[config.mk]
export PLATFORM = sky130hd
export DESIGN_NAME = axi_mon_streams_flat
export DESIGN_NICKNAME = d
export VERILOG_FILES = /design/src/rtl/axi_mon_streams_if.sv /design/src/rtl/axi_mon_streams.sv /design/src/flat_wrapper.sv
export SDC_FILE = /design/constraint.sdc
export NUM_CORES = 1
export LEC_CHECK = 0
export BUFFER_PORTS_ARGS = -buffer_cell sky130_fd_sc_hd__buf_2
export CORE_MARGIN = 2
export CORE_UTILIZATION = 40
export CTS_BUF_LIST = sky130_fd_sc_hd__clkbuf_4 sky130_fd_sc_hd__clkbuf_8 sky130_fd_sc_hd__clkbuf_16
export DETAILED_ROUTE_END_ITERATION = 16
export MAX_ROUTING_LAYER = met4
export SLEW_MARGIN = 15
export SYNTH_ARGS = -nofsm -noshare
export SYNTH_HDL_FRONTEND = slang
export SYNTH_SLANG_ARGS = --single-unit
[constraint.sdc]
create_clock -name clk -period 12.15 [get_ports clk]
set_input_delay 3.0375 -clock clk [delete_from_list [all_inputs] [get_ports clk]]
set_output_delay 3.0375 -clock clk [all_outputs]
set_load 0.005 [all_outputs]
[src/rtl/axi_mon_streams_if.sv]
// AXI4 read-channel (AR + R) signal bundle snooped by axi_mon_streams.
// master/slave modports describe the real bus ends; monitor only observes.
interface axi_mon_streams_if;
    logic [31:0]  ARADDR;
    logic         ARREADY;
    logic         ARVALID;
    logic [3:0]   ARID;
    logic [511:0] RDATA;
    logic         RREADY;
    logic         RLAST;
    logic         RVALID;
    logic [1:0]   RRESP;
    logic [3:0]   RID;

    modport master (
        output ARADDR, ARVALID, ARID, RREADY,
        input  ARREADY, RDATA, RLAST, RVALID, RRESP, RID
    );

    modport slave (
        input  ARADDR, ARVALID, ARID, RREADY,
        output ARREADY, RDATA, RLAST, RVALID, RRESP, RID
    );

    modport monitor (
        input ARADDR, ARREADY, ARVALID, ARID,
        input RDATA, RREADY, RLAST, RVALID, RRESP, RID
    );
endinterface

[src/rtl/axi_mon_streams.sv]
// Passive multi-stream AXI4 read checker with a sticky error flag.
// Define MON_STREAMS_DATA_CHECK_EN to compile in the 512-bit data-pattern compare.
module axi_mon_streams #(
    parameter int unsigned NUM_STREAMS     = 12,
    parameter int unsigned STREAM_SIZE     = 230400,
    parameter int unsigned STREAM_ADDR_LSB = 20,
    parameter int unsigned BEAT_BYTES      = 64,
    parameter int unsigned FIFO_DEPTH      = 16
) (
    input  logic                      clk,
    input  logic                      reset,
    axi_mon_streams_if.monitor        bus,
    output logic                      error_detect
);
    localparam int unsigned PTR_W   = $clog2(FIFO_DEPTH);
    localparam int unsigned CNT_W   = PTR_W + 1;
    localparam int unsigned OFF_W   = STREAM_ADDR_LSB;
    localparam int unsigned ALIGN_W = $clog2(BEAT_BYTES);
    localparam int unsigned LANES   = BEAT_BYTES / 4;

    logic [31:0]      fifoAddr_q [FIFO_DEPTH];
    logic [3:0]       fifoId_q   [FIFO_DEPTH];
    logic [PTR_W-1:0] wrPtr_q, wrPtr_d, rdPtr_q, rdPtr_d;
    logic [CNT_W-1:0] count_q, count_d;
    logic [8:0]       beatCnt_q, beatCnt_d;
    logic [OFF_W-1:0] expOff_q [NUM_STREAMS];
    logic             errorDetect_q, errorDetect_d;

    logic             arFire, rFire, fifoEmpty, fifoFull;
    logic             beatValid, push, pop, dropErr, beatErr, burstErr, dataErr;
    logic [31:0]      headAddr;
    logic [3:0]       headId;
    logic [3:0]       streamIdx, streamSel;
    logic             streamOk;
    logic [OFF_W-1:0] offset, newOff;
    logic [31:0]      burstBytes, burstEnd;

    always_comb begin
        arFire    = bus.ARVALID & bus.ARREADY;
        rFire     = bus.RVALID & bus.RREADY;
        fifoEmpty = (count_q == '0);
        fifoFull  = (count_q == CNT_W'(FIFO_DEPTH));
        headAddr  = fifoAddr_q[rdPtr_q];
        headId    = fifoId_q[rdPtr_q];
        beatValid = rFire & ~fifoEmpty;
        pop       = beatValid & bus.RLAST;
        // A full FIFO can still accept a push when the head retires in the same cycle.
        push      = arFire & (~fifoFull | pop);
        dropErr   = arFire & fifoFull & ~pop;
    end

`ifdef MON_STREAMS_DATA_CHECK_EN
    logic [31:0] beatAddr;

    always_comb begin
        dataErr  = 1'b0;
        beatAddr = headAddr + 32'(beatCnt_q) * 32'(BEAT_BYTES);
        for (int j = 0; j < int'(LANES); j++) begin
            if (bus.RDATA[32*j +: 32] != beatAddr + 32'(4 * j)) begin
                dataErr = 1'b1;
            end
        end
    end
`else
    assign dataErr = 1'b0;
`endif

    always_comb begin
        beatErr = 1'b0;
        if (rFire) begin
            beatErr = fifoEmpty | (bus.RID != headId) | (bus.RRESP != 2'b00) | dataErr;
        end
    end

    // Burst-level checks evaluated on the retiring head entry at RLAST.
    always_comb begin
        streamIdx  = headAddr[STREAM_ADDR_LSB+3 -: 4];
        offset     = headAddr[OFF_W-1:0];
        streamOk   = (32'(streamIdx) < NUM_STREAMS);
        streamSel  = streamOk ? streamIdx : 4'd0;
        burstBytes = 32'(beatCnt_q + 9'd1) * 32'(BEAT_BYTES);
        burstEnd   = 32'(offset) + burstBytes;
        newOff     = (burstEnd == STREAM_SIZE) ? '0 : burstEnd[OFF_W-1:0];
        burstErr   = 1'b0;
        if (pop) begin
            burstErr = ~streamOk
                     | (offset[ALIGN_W-1:0] != '0)
                     | (offset != expOff_q[streamSel])
                     | (burstEnd > STREAM_SIZE);
        end
    end

    always_comb begin
        wrPtr_d       = push ? wrPtr_q + PTR_W'(1) : wrPtr_q;
        rdPtr_d       = pop ? rdPtr_q + PTR_W'(1) : rdPtr_q;
        count_d       = count_q;
        unique case ({push, pop})
            2'b10:   count_d = count_q + CNT_W'(1);
            2'b01:   count_d = count_q - CNT_W'(1);
            default: count_d = count_q;
        endcase
        beatCnt_d     = beatCnt_q;
        if (rFire && bus.RLAST) begin
            beatCnt_d = '0;
        end else if (beatValid) begin
            beatCnt_d = beatCnt_q + 9'd1;
        end
        errorDetect_d = errorDetect_q | beatErr | burstErr | dropErr;
    end

    always_ff @(posedge clk) begin
        if (reset) begin
            wrPtr_q       <= '0;
            rdPtr_q       <= '0;
            count_q       <= '0;
            beatCnt_q     <= '0;
            errorDetect_q <= 1'b0;
            for (int i = 0; i < int'(NUM_STREAMS); i++) begin
                expOff_q[i] <= '0;
            end
        end else begin
            wrPtr_q       <= wrPtr_d;
            rdPtr_q       <= rdPtr_d;
            count_q       <= count_d;
            beatCnt_q     <= beatCnt_d;
            errorDetect_q <= errorDetect_d;
            if (pop && streamOk) begin
                expOff_q[streamSel] <= newOff;
            end
        end
    end

    // Entry storage needs no reset; validity is tracked by the pointers and count.
    always_ff @(posedge clk) begin
        if (push) begin
            fifoAddr_q[wrPtr_q] <= bus.ARADDR;
            fifoId_q[wrPtr_q]   <= bus.ARID;
        end
    end

    assign error_detect = errorDetect_q;
endmodule

[src/flat_wrapper.sv]
// flat-port wrapper written by rule: the top's interface ports become plain ports
module axi_mon_streams_flat 
#(
    parameter int unsigned NUM_STREAMS     = 12,
    parameter int unsigned STREAM_SIZE     = 230400,
    parameter int unsigned STREAM_ADDR_LSB = 20,
    parameter int unsigned BEAT_BYTES      = 64,
    parameter int unsigned FIFO_DEPTH      = 16
)
  (clk, reset, error_detect, bus_ARADDR, bus_ARREADY, bus_ARVALID, bus_ARID, bus_RDATA, bus_RREADY, bus_RLAST, bus_RVALID, bus_RRESP, bus_RID);
  axi_mon_streams_if bus_i ();
  input  logic clk;
  input  logic reset;
  output logic error_detect;
  input wire logic [$bits(bus_i.ARADDR)-1:0] bus_ARADDR;
  input wire logic [$bits(bus_i.ARREADY)-1:0] bus_ARREADY;
  input wire logic [$bits(bus_i.ARVALID)-1:0] bus_ARVALID;
  input wire logic [$bits(bus_i.ARID)-1:0] bus_ARID;
  input wire logic [$bits(bus_i.RDATA)-1:0] bus_RDATA;
  input wire logic [$bits(bus_i.RREADY)-1:0] bus_RREADY;
  input wire logic [$bits(bus_i.RLAST)-1:0] bus_RLAST;
  input wire logic [$bits(bus_i.RVALID)-1:0] bus_RVALID;
  input wire logic [$bits(bus_i.RRESP)-1:0] bus_RRESP;
  input wire logic [$bits(bus_i.RID)-1:0] bus_RID;
  assign bus_i.ARADDR = bus_ARADDR;
  assign bus_i.ARREADY = bus_ARREADY;
  assign bus_i.ARVALID = bus_ARVALID;
  assign bus_i.ARID = bus_ARID;
  assign bus_i.RDATA = bus_RDATA;
  assign bus_i.RREADY = bus_RREADY;
  assign bus_i.RLAST = bus_RLAST;
  assign bus_i.RVALID = bus_RVALID;
  assign bus_i.RRESP = bus_RRESP;
  assign bus_i.RID = bus_RID;
  axi_mon_streams #(.NUM_STREAMS(NUM_STREAMS), .STREAM_SIZE(STREAM_SIZE), .STREAM_ADDR_LSB(STREAM_ADDR_LSB), .BEAT_BYTES(BEAT_BYTES), .FIFO_DEPTH(FIFO_DEPTH)) u_core (.clk(clk), .reset(reset), .bus(bus_i), .error_detect(error_detect));
endmodule
==> impl_metrics.json, run 1 <==
{
  "status": "finished clean",
  "maxSlewHeadroom_pct": 24.8,
  "drive_above_1_share_pct": 19.4,
  "arrival_ns": 7.43,
  "synth_top_cell_by_area": "edfxtp_1",
  "whs_ns": 0.475,
  "crit_path_max_incr_delay_ns": 0.68,
  "max_cap_violations": 0,
  "yosys-top-cells-area": "edfxtp_1 (70%), mux4_2 (8.2%), nor2_1 (3.3%), mux2i_1 (2.5%), dfxtp_1 (1.6%)",
  "synth_ff_type": "edfxtp_1",
  "hp-class": "reg -> reg",
  "overflow": 0,
  "die_w_um": 291,
  "drtIter0Drc": 1891,
  "grt_max_degree": 57,
  "ant_nets": 0,
  "dieArea_um2": 85000,
  "synth_nets": 2667,
  "max_freq_mhz": 144,
  "post_cts_buffers": 0,
  "rows": 105,
  "core_um2": 82000,
  "final.setup.tns_ns": 0,
  "post-route-util_pct": 45.6,
  "clockBufferDepth": 3,
  "skew_ns": 0.0391,
  "die_h_um": 291,
  "synth-edff-count": 768,
  "gp_congestion": 0.848,
  "synth_area_um2": 33100,
  "ctsHoldBuffers": 0,
  "worstMarginPinSlew_ns": 1.13,
  "cpMaxStageDelayCell": "buf_4",
  "drt_first_pass_iters": 6,
  "path_cells": "buf_4 -> mux4_2 -> mux4_2 -> ha_1 -> a211oi_1 -> o2111ai_1 -> buf_4 -> nand2_2 -> buf_4 -> mux4_2 -> mux2i_1 -> xnor2_1 -> or4_1 -> nor4_1 -> a31oi_1",
  "worst_slack_ns": 5.20,
  "clock_sinks": 795,
  "clk_latency_ns": 0.64,
  "syn2layout_area_growth_pct": 13.0,
  "vias": 18800,
  "post_cts_resize_count": 0,
  "initial_core_util_pct": 40.3,
  "async_reset_ff_share_pct": 0,
  "grt_pass1_wl_um": 126000,
  "drt-total-wl_um": 85500,
  "drc": 0,
  "synth_area_per_cell_um2": 15.9,
  "peakVddDrop_mv": 0.168,
  "synth.distinct_cells": 68,
  "synthCells": 2081,
  "cts-root-buf": "clkbuf_16",
  "dp_hpwl_um": 49300,
  "setup_viol": 0,
  "tritoncts": "done",
  "path_max_fanout": 50,
  "finalHoldViolCount": 0,
  "port_buffers": 41,
  "synth.top_cell.area_share_pct": 69.8,
  "cts-htree-levels": 3,
  "ys_seq_area_share_pct": 71.4,
  "grt_pass1_vias": 19100,
  "grt_setup_unrepaired": "false",
  "total_power_mw": 5.82,
  "path_clk_slew_ns": 0.06,
  "required_ns": 12.63,
  "end_kind": "flop",
  "synth_seq_cells": 795,
  "nets": 2737,
  "period_share_pct": 57.2,
  "yosysWarnings": 0,
  "powerDensity_nw_per_um2": 156,
  "wl_per_cell_um": 26.0,
  "worst-path-buf-inv": 3,
  "numCtsBuffers": 80,
  "pin_count": 562,
  "min_period_ns": 6.95,
  "start_kind": "flop",
  "antenna_found_initial": 3,
  "track_usage_pct": 20.7,
  "vias_per_cell": 5.71,
  "maxSlewViolCount": 0,
  "dp_slack_ns": 5.24,
  "critPathKind": "reg -> reg",
  "crit_family": "multiplexers",
  "p_leak_nw": 12.6
}
[cells by family (layout without fill, tap and decap cells)]
family | after synthesis | after routing | share of synthesized area, %
AND/OR/NAND/NOR | 580 | 580 | 7.63
XOR/XNOR | 52 | 52 | 1.38
flip-flops | 795 | 795 | 71.4
adder cells (fa/ha/maj) | 25 | 25 | 0.992
multiplexers | 218 | 218 | 11.2
buffers and inverters | 191 | 325 | 2.40
AO/OA/AOI/OAI | 220 | 220 | 4.97
other | 0 | 2 | 0
[state kept, by name (all words and copies together), names as in the netlist, named ones only]
| register | flops |
|---|---|
| u_core.beatCnt_q | 9 |
| u_core.error_detect | 1 |
| u_core.fifoId_q | 64 |
| u_core.count_q | 5 |
| u_core.expOff_q | 320 |
| u_core.wrPtr_q | 4 |
| u_core.rdPtr_q | 4 |
| u_core.fifoAddr_q | 384 |
[metrics by stage]
step                cells  cell area, um2
floorplan            2081           33100
global placement     3139           34800
detailed placement   3139           34800
CTS                  3285           37400
global route         3287           37400
finish               3287           37400
[cell usage in the layout, fill, tap and decap left out, types with 6 or more instances in the layout]
master     synthesis  layout
mux2i_1           81      81
a22oi_1           11      10
xnor2_1           26      25
inv_1             55      55
dfxtp_1           27      24
nor2b_1           10      10
nand2b_1          17      17
mux4_2           121     121
clkbuf_4           0      17
edfxtp_1         768     768
a211oi_1           8       8
or3_1              6       6
clkinv_2           0      16
a222oi_1          11      11
clkinv_1           0      16
o221ai_1          20      20
buf_2             36      41
nor3_1            16      12
o22ai_1           16      16
xor2_1            26      24
ha_1              23      23
nor4_1            11       7
buf_4              4      82
a31oi_1           10      10
nand4_1           12      12
o21ai_0           25      25
nor2_1           294     286
a22o_1             6       6
and3_1            21      21
mux2_2            16      16
nand3_1           59      59
nand2_1          117     116
a21oi_1           30      30
clkbuf_16          0      81
[Yosys cell counts, types with 5 or more instances]
| library cell | number |
|---|---|
| a211oi_1 | 8 |
| a21oi_1 | 30 |
| a221oi_1 | 10 |
| a222oi_1 | 11 |
| a22o_1 | 6 |
| a22oi_1 | 11 |
| a31oi_1 | 10 |
| and2_1 | 7 |
| and3_1 | 21 |
| buf_1 | 14 |
| buf_2 | 36 |
| clkbuf_1 | 79 |
| dfxtp_1 | 27 |
| edfxtp_1 | 768 |
| ha_1 | 23 |
| inv_1 | 55 |
| mux2_2 | 16 |
| mux2i_1 | 81 |
| mux4_2 | 121 |
| nand2_1 | 117 |
| nand2b_1 | 17 |
| nand3_1 | 59 |
| nand4_1 | 12 |
| nor2_1 | 294 |
| nor2b_1 | 10 |
| nor3_1 | 16 |
| nor4_1 | 11 |
| o211ai_1 | 5 |
| o21ai_0 | 25 |
| o21bai_1 | 5 |
| o221ai_1 | 20 |
| o22ai_1 | 16 |
| o32a_1 | 5 |
| or3_1 | 6 |
| or4_1 | 5 |
| xnor2_1 | 26 |
| xor2_1 | 26 |
[worst min-delay path: cells and delay by family (launching register included)]
family | cells | cell delay [ns]
flip-flops | 1 | 0.32
AND/OR/NAND/NOR | 1 | 0.05
AO/OA/AOI/OAI | 1 | 0.05
[routing by layer]
| metal | GRT usage (%) | share of wire [%] | vias to the layer above | wire length [um] |
|---|---|---|---|---|
| met5 | - | 0 | - | 0 |
| met4 | 6.40 | 2.5 | 0 | 2170 |
| met3 | 3.72 | 7.1 | 139 | 6110 |
| met2 | 34.2 | 50 | 742 | 43100 |
| met1 | 25.9 | 40 | 9703 | 34100 |
| li1 | - | - | 8191 | - |
[layout make-up]
class	instances	area (um2)
clock buffer	98	2150
tap	1070	1340
antenna	2	5.00
timing repair buffer	123	821
inverter	56	210
fill	7115	44600
sequential	795	23600
multi-input combinational	1095	8830
clock inverter	48	397
[report_power, final]
part / internal (mW) / switching (mW) / leakage, nW / total, mW
Combinational: 0.112 / 0.254 / 3.87 / 0.365
Sequential: 3.04 / 0.0145 / 7.45 / 3.06
Clock: 1.36 / 1.04 / 1.27 / 2.40
Total: 4.51 / 1.31 / 12.6 / 5.82
[path summary, 6_finish.rpt]
| path | cells past startpoint | startpoint | to | slack (ns) |
|---|---|---|---|---|
| setup reg to reg | 15 | flop | u_core.error_detect | 5.20 |
| hold reg to reg | 2 | u_core.beatCnt_q[1] | u_core.beatCnt_q[1] | 0.47 |
| setup / recovery | 15 | flop | u_core.error_detect | 5.20 |
| hold / removal | 2 | u_core.beatCnt_q[1] | u_core.beatCnt_q[1] | 0.47 |
Power figures use the tool's default switching activity.
==> run 2, diff against run 1 <==
--- a/config.mk
+++ b/config.mk
@@ -5,6 +5,7 @@
 export SDC_FILE = /design/constraint.sdc
 export NUM_CORES = 1
 export LEC_CHECK = 0
+export ABC_AREA = 1
 export BUFFER_PORTS_ARGS = -buffer_cell sky130_fd_sc_hd__buf_2
 export CORE_MARGIN = 2
 export CORE_UTILIZATION = 40
==> constraint.sdc (replaced) <==
create_clock -name clk -period 6.4 [get_ports clk]
set_input_delay 1.6 -clock clk [delete_from_list [all_inputs] [get_ports clk]]
set_output_delay 1.6 -clock clk [all_outputs]
set_load 0.005 [all_outputs]
==> impl_metrics.json, run 2 <==
{
  "wl_per_cell_um": 20.2,
  "multi_input_area_um2": 9550,
  "worstMarginPinSlew_ns": 1.03,
  "synth_seq_cells": 795,
  "post_cts_resize_count": 0,
  "arrival_ns": 5.82,
  "powerDensity_nw_per_um2": 304,
  "die_w_um": 301,
  "die_h_um": 301,
  "regMostFlops": "u_core.fifoAddr_q",
  "clockBufferDepth": 3,
  "largest_reg_flops": 384,
  "period_share_pct": 84.8,
  "hp-class": "reg -> reg",
  "whs_ns": 0.458,
  "dieArea_um2": 90600,
  "max_freq_mhz": 184,
  "synth_top_cell_by_area": "edfxtp_1",
  "core_um2": 87200,
  "gp_congestion": 0.837,
  "p_leak_nw": 15.3,
  "yosys-top-cells-area": "edfxtp_1 (65%), nand2_1 (7.5%), nor2_1 (5.6%), nand3_1 (3.8%), inv_1 (3.5%)",
  "synth_most_common_cell": "edfxtp_1",
  "drc": 0,
  "synth-edff-count": 768,
  "fillers": 8058,
  "clock_sinks": 795,
  "initial_core_util_pct": 40.5,
  "synth_ff_type": "edfxtp_1",
  "antenna_found_initial": 7,
  "ant_nets": 0,
  "maxSlewViolCount": 0,
  "dp_slack_ns": 1.06,
  "async_reset_ff_share_pct": 0,
  "critPathKind": "reg -> reg",
  "final.setup.tns_ns": 0,
  "pin_count": 562,
  "track_usage_pct": 21.2,
  "min_period_ns": 5.43,
  "ys_seq_area_share_pct": 66.9,
  "maxSlewHeadroom_pct": 31.6,
  "synth_nets": 3976,
  "synth.distinct_cells": 40,
  "dp_hpwl_um": 53500,
  "setup_viol": 0,
  "synth.top_cell.area_share_pct": 65.4,
  "drt_first_pass_iters": 5,
  "start_kind": "flop",
  "drtIter0Drc": 2032,
  "post_cts_buffers": 0,
  "synthTopCellsByCount": "edfxtp_1 (768), nand2_1 (707), nor2_1 (524)",
  "rows": 108,
  "status": "finished clean",
  "grt_pass1_vias": 22800,
  "vias": 24100,
  "nets": 3974,
  "cpMostUsedCell": "nand3_1",
  "largestRegisters": "u_core.fifoAddr_q x384, u_core.expOff_q x320, u_core.fifoId_q x64",
  "worst_slack_ns": 0.971,
  "grt_setup_unrepaired": "false",
  "required_ns": 6.79,
  "seqCellArea_um2": 23600,
  "cpMaxStageDelayCell": "dfxtp_4",
  "path_max_fanout": 98,
  "synthCells": 3390,
  "tritoncts": "done",
  "clk_latency_ns": 0.67,
  "max_cap_violations": 0,
  "grt_max_degree": 99,
  "post-route-util_pct": 45.3,
  "skew_ns": 0.0429,
  "yosysWarnings": 0,
  "peakVddDrop_mv": 0.231,
  "layout_commonest_cell": "edfxtp_1",
  "overflow": 0,
  "finalHoldViolCount": 0,
  "path_clk_slew_ns": 0.06,
  "port_buffers": 41,
  "synth_area_per_cell_um2": 10.4,
  "syn2layout_area_growth_pct": 12.0,
  "ctsHoldBuffers": 0,
  "cts-root-buf": "clkbuf_16",
  "synth_area_um2": 35300,
  "vias_per_cell": 5.22,
  "end_kind": "flop",
  "drt-total-wl_um": 93000,
  "grt_pass1_wl_um": 141000,
  "path_cells": "inv_6 -> buf_4 -> o21ai_0 -> o221ai_1 -> nand3_1 -> nand2_1 -> ha_1 -> fa_1 -> nand3_1 -> nand2_1 -> nand3_1 -> nand3_1 -> nand2_1 -> buf_4 -> nand3_1 -> nor2_1 -> nand3_1 -> nor2_2 -> inv_2 -> a2111oi_4 -> nor2_2 -> inv_2 -> nor2_1",
  "numCtsBuffers": 85,
  "drive_above_1_share_pct": 8.98,
  "cts-htree-levels": 3,
  "crit_path_max_incr_delay_ns": 0.79,
  "layout_common_cells": "edfxtp_1 (768), nand2_1 (707), nor2_1 (504)"
}
-- run 2: layout make-up --
cell class / count / share of cell area (%)
Clock inverter: 41 / 0.868
Timing Repair Buffer: 128 / 2.30
Antenna cell: 4 / 0.0253
Sequential cell: 795 / 59.8
Inverter: 339 / 3.24
Tap cell: 1155 / 3.66
Clock buffer: 111 / 6.00
Multi-Input combinational cell: 2039 / 24.2
-- run 2: cells by family after synthesis --
family	count (synthesis)	share of synthesized area, %
and+or+nand+nor	1593	18.6
DFF	795	66.9
buffers and inverters	556	6.55
AOI/OAI and AO/OA	405	6.67
adders and majority gates	25	0.929
xor gates and xnor gates	16	0.397
-- run 2: worst max-delay path: cells and delay by family, from the launching register on --
kind                       cells  cell delay (ns)
DFF                            1             0.79
and+or+nand+nor               13             1.52
buffers and inverters          5             1.36
AOI/OAI and AO/OA              3             0.66
adders and majority gates      2             0.72
-- run 2: routing by layer --
| layer | vias up | routed length [um] | track usage [%] | share of wire [%] |
|---|---|---|---|---|
| met5 | - | 0 | - | 0 |
| met4 | 0 | 2860 | 6.55 | 3.1 |
| met3 | 192 | 4920 | 3.07 | 5.3 |
| met2 | 711 | 46000 | 35.3 | 49 |
| met1 | 11600 | 39200 | 26.7 | 42 |
| li1 | 11500 | - | - | - |
-- run 2: worst paths after layout --
check / slack, ns / start / cells past startpoint / to
max: 0.97 / flop / 23 / u_core.expOff_q[2][17]
min: 0.46 / u_core.rdPtr_q[3] / 2 / flop
max reg2reg: 0.97 / flop / 23 / u_core.expOff_q[2][17]
min reg2reg: 0.46 / u_core.rdPtr_q[3] / 2 / flop
-- run 2: power breakdown --
group          leakage (nW)  switching (mW)  internal (mW)  total, mW
clock network          1.36            2.03           2.71       4.74
logic                  6.51            1.07          0.368       1.44
registers              7.45          0.0315           5.81       5.84
-- run 2: through the flow --
stage               instance area, um2  cells  power [mW]
floorplan                        35300   3390        6.90
global placement                 36800   4456        7.38
detailed placement               36800   4456        7.39
CTS                              39500   4608        12.1
global route                     39500   4611        12.4
finish                           39500   4612        12.0
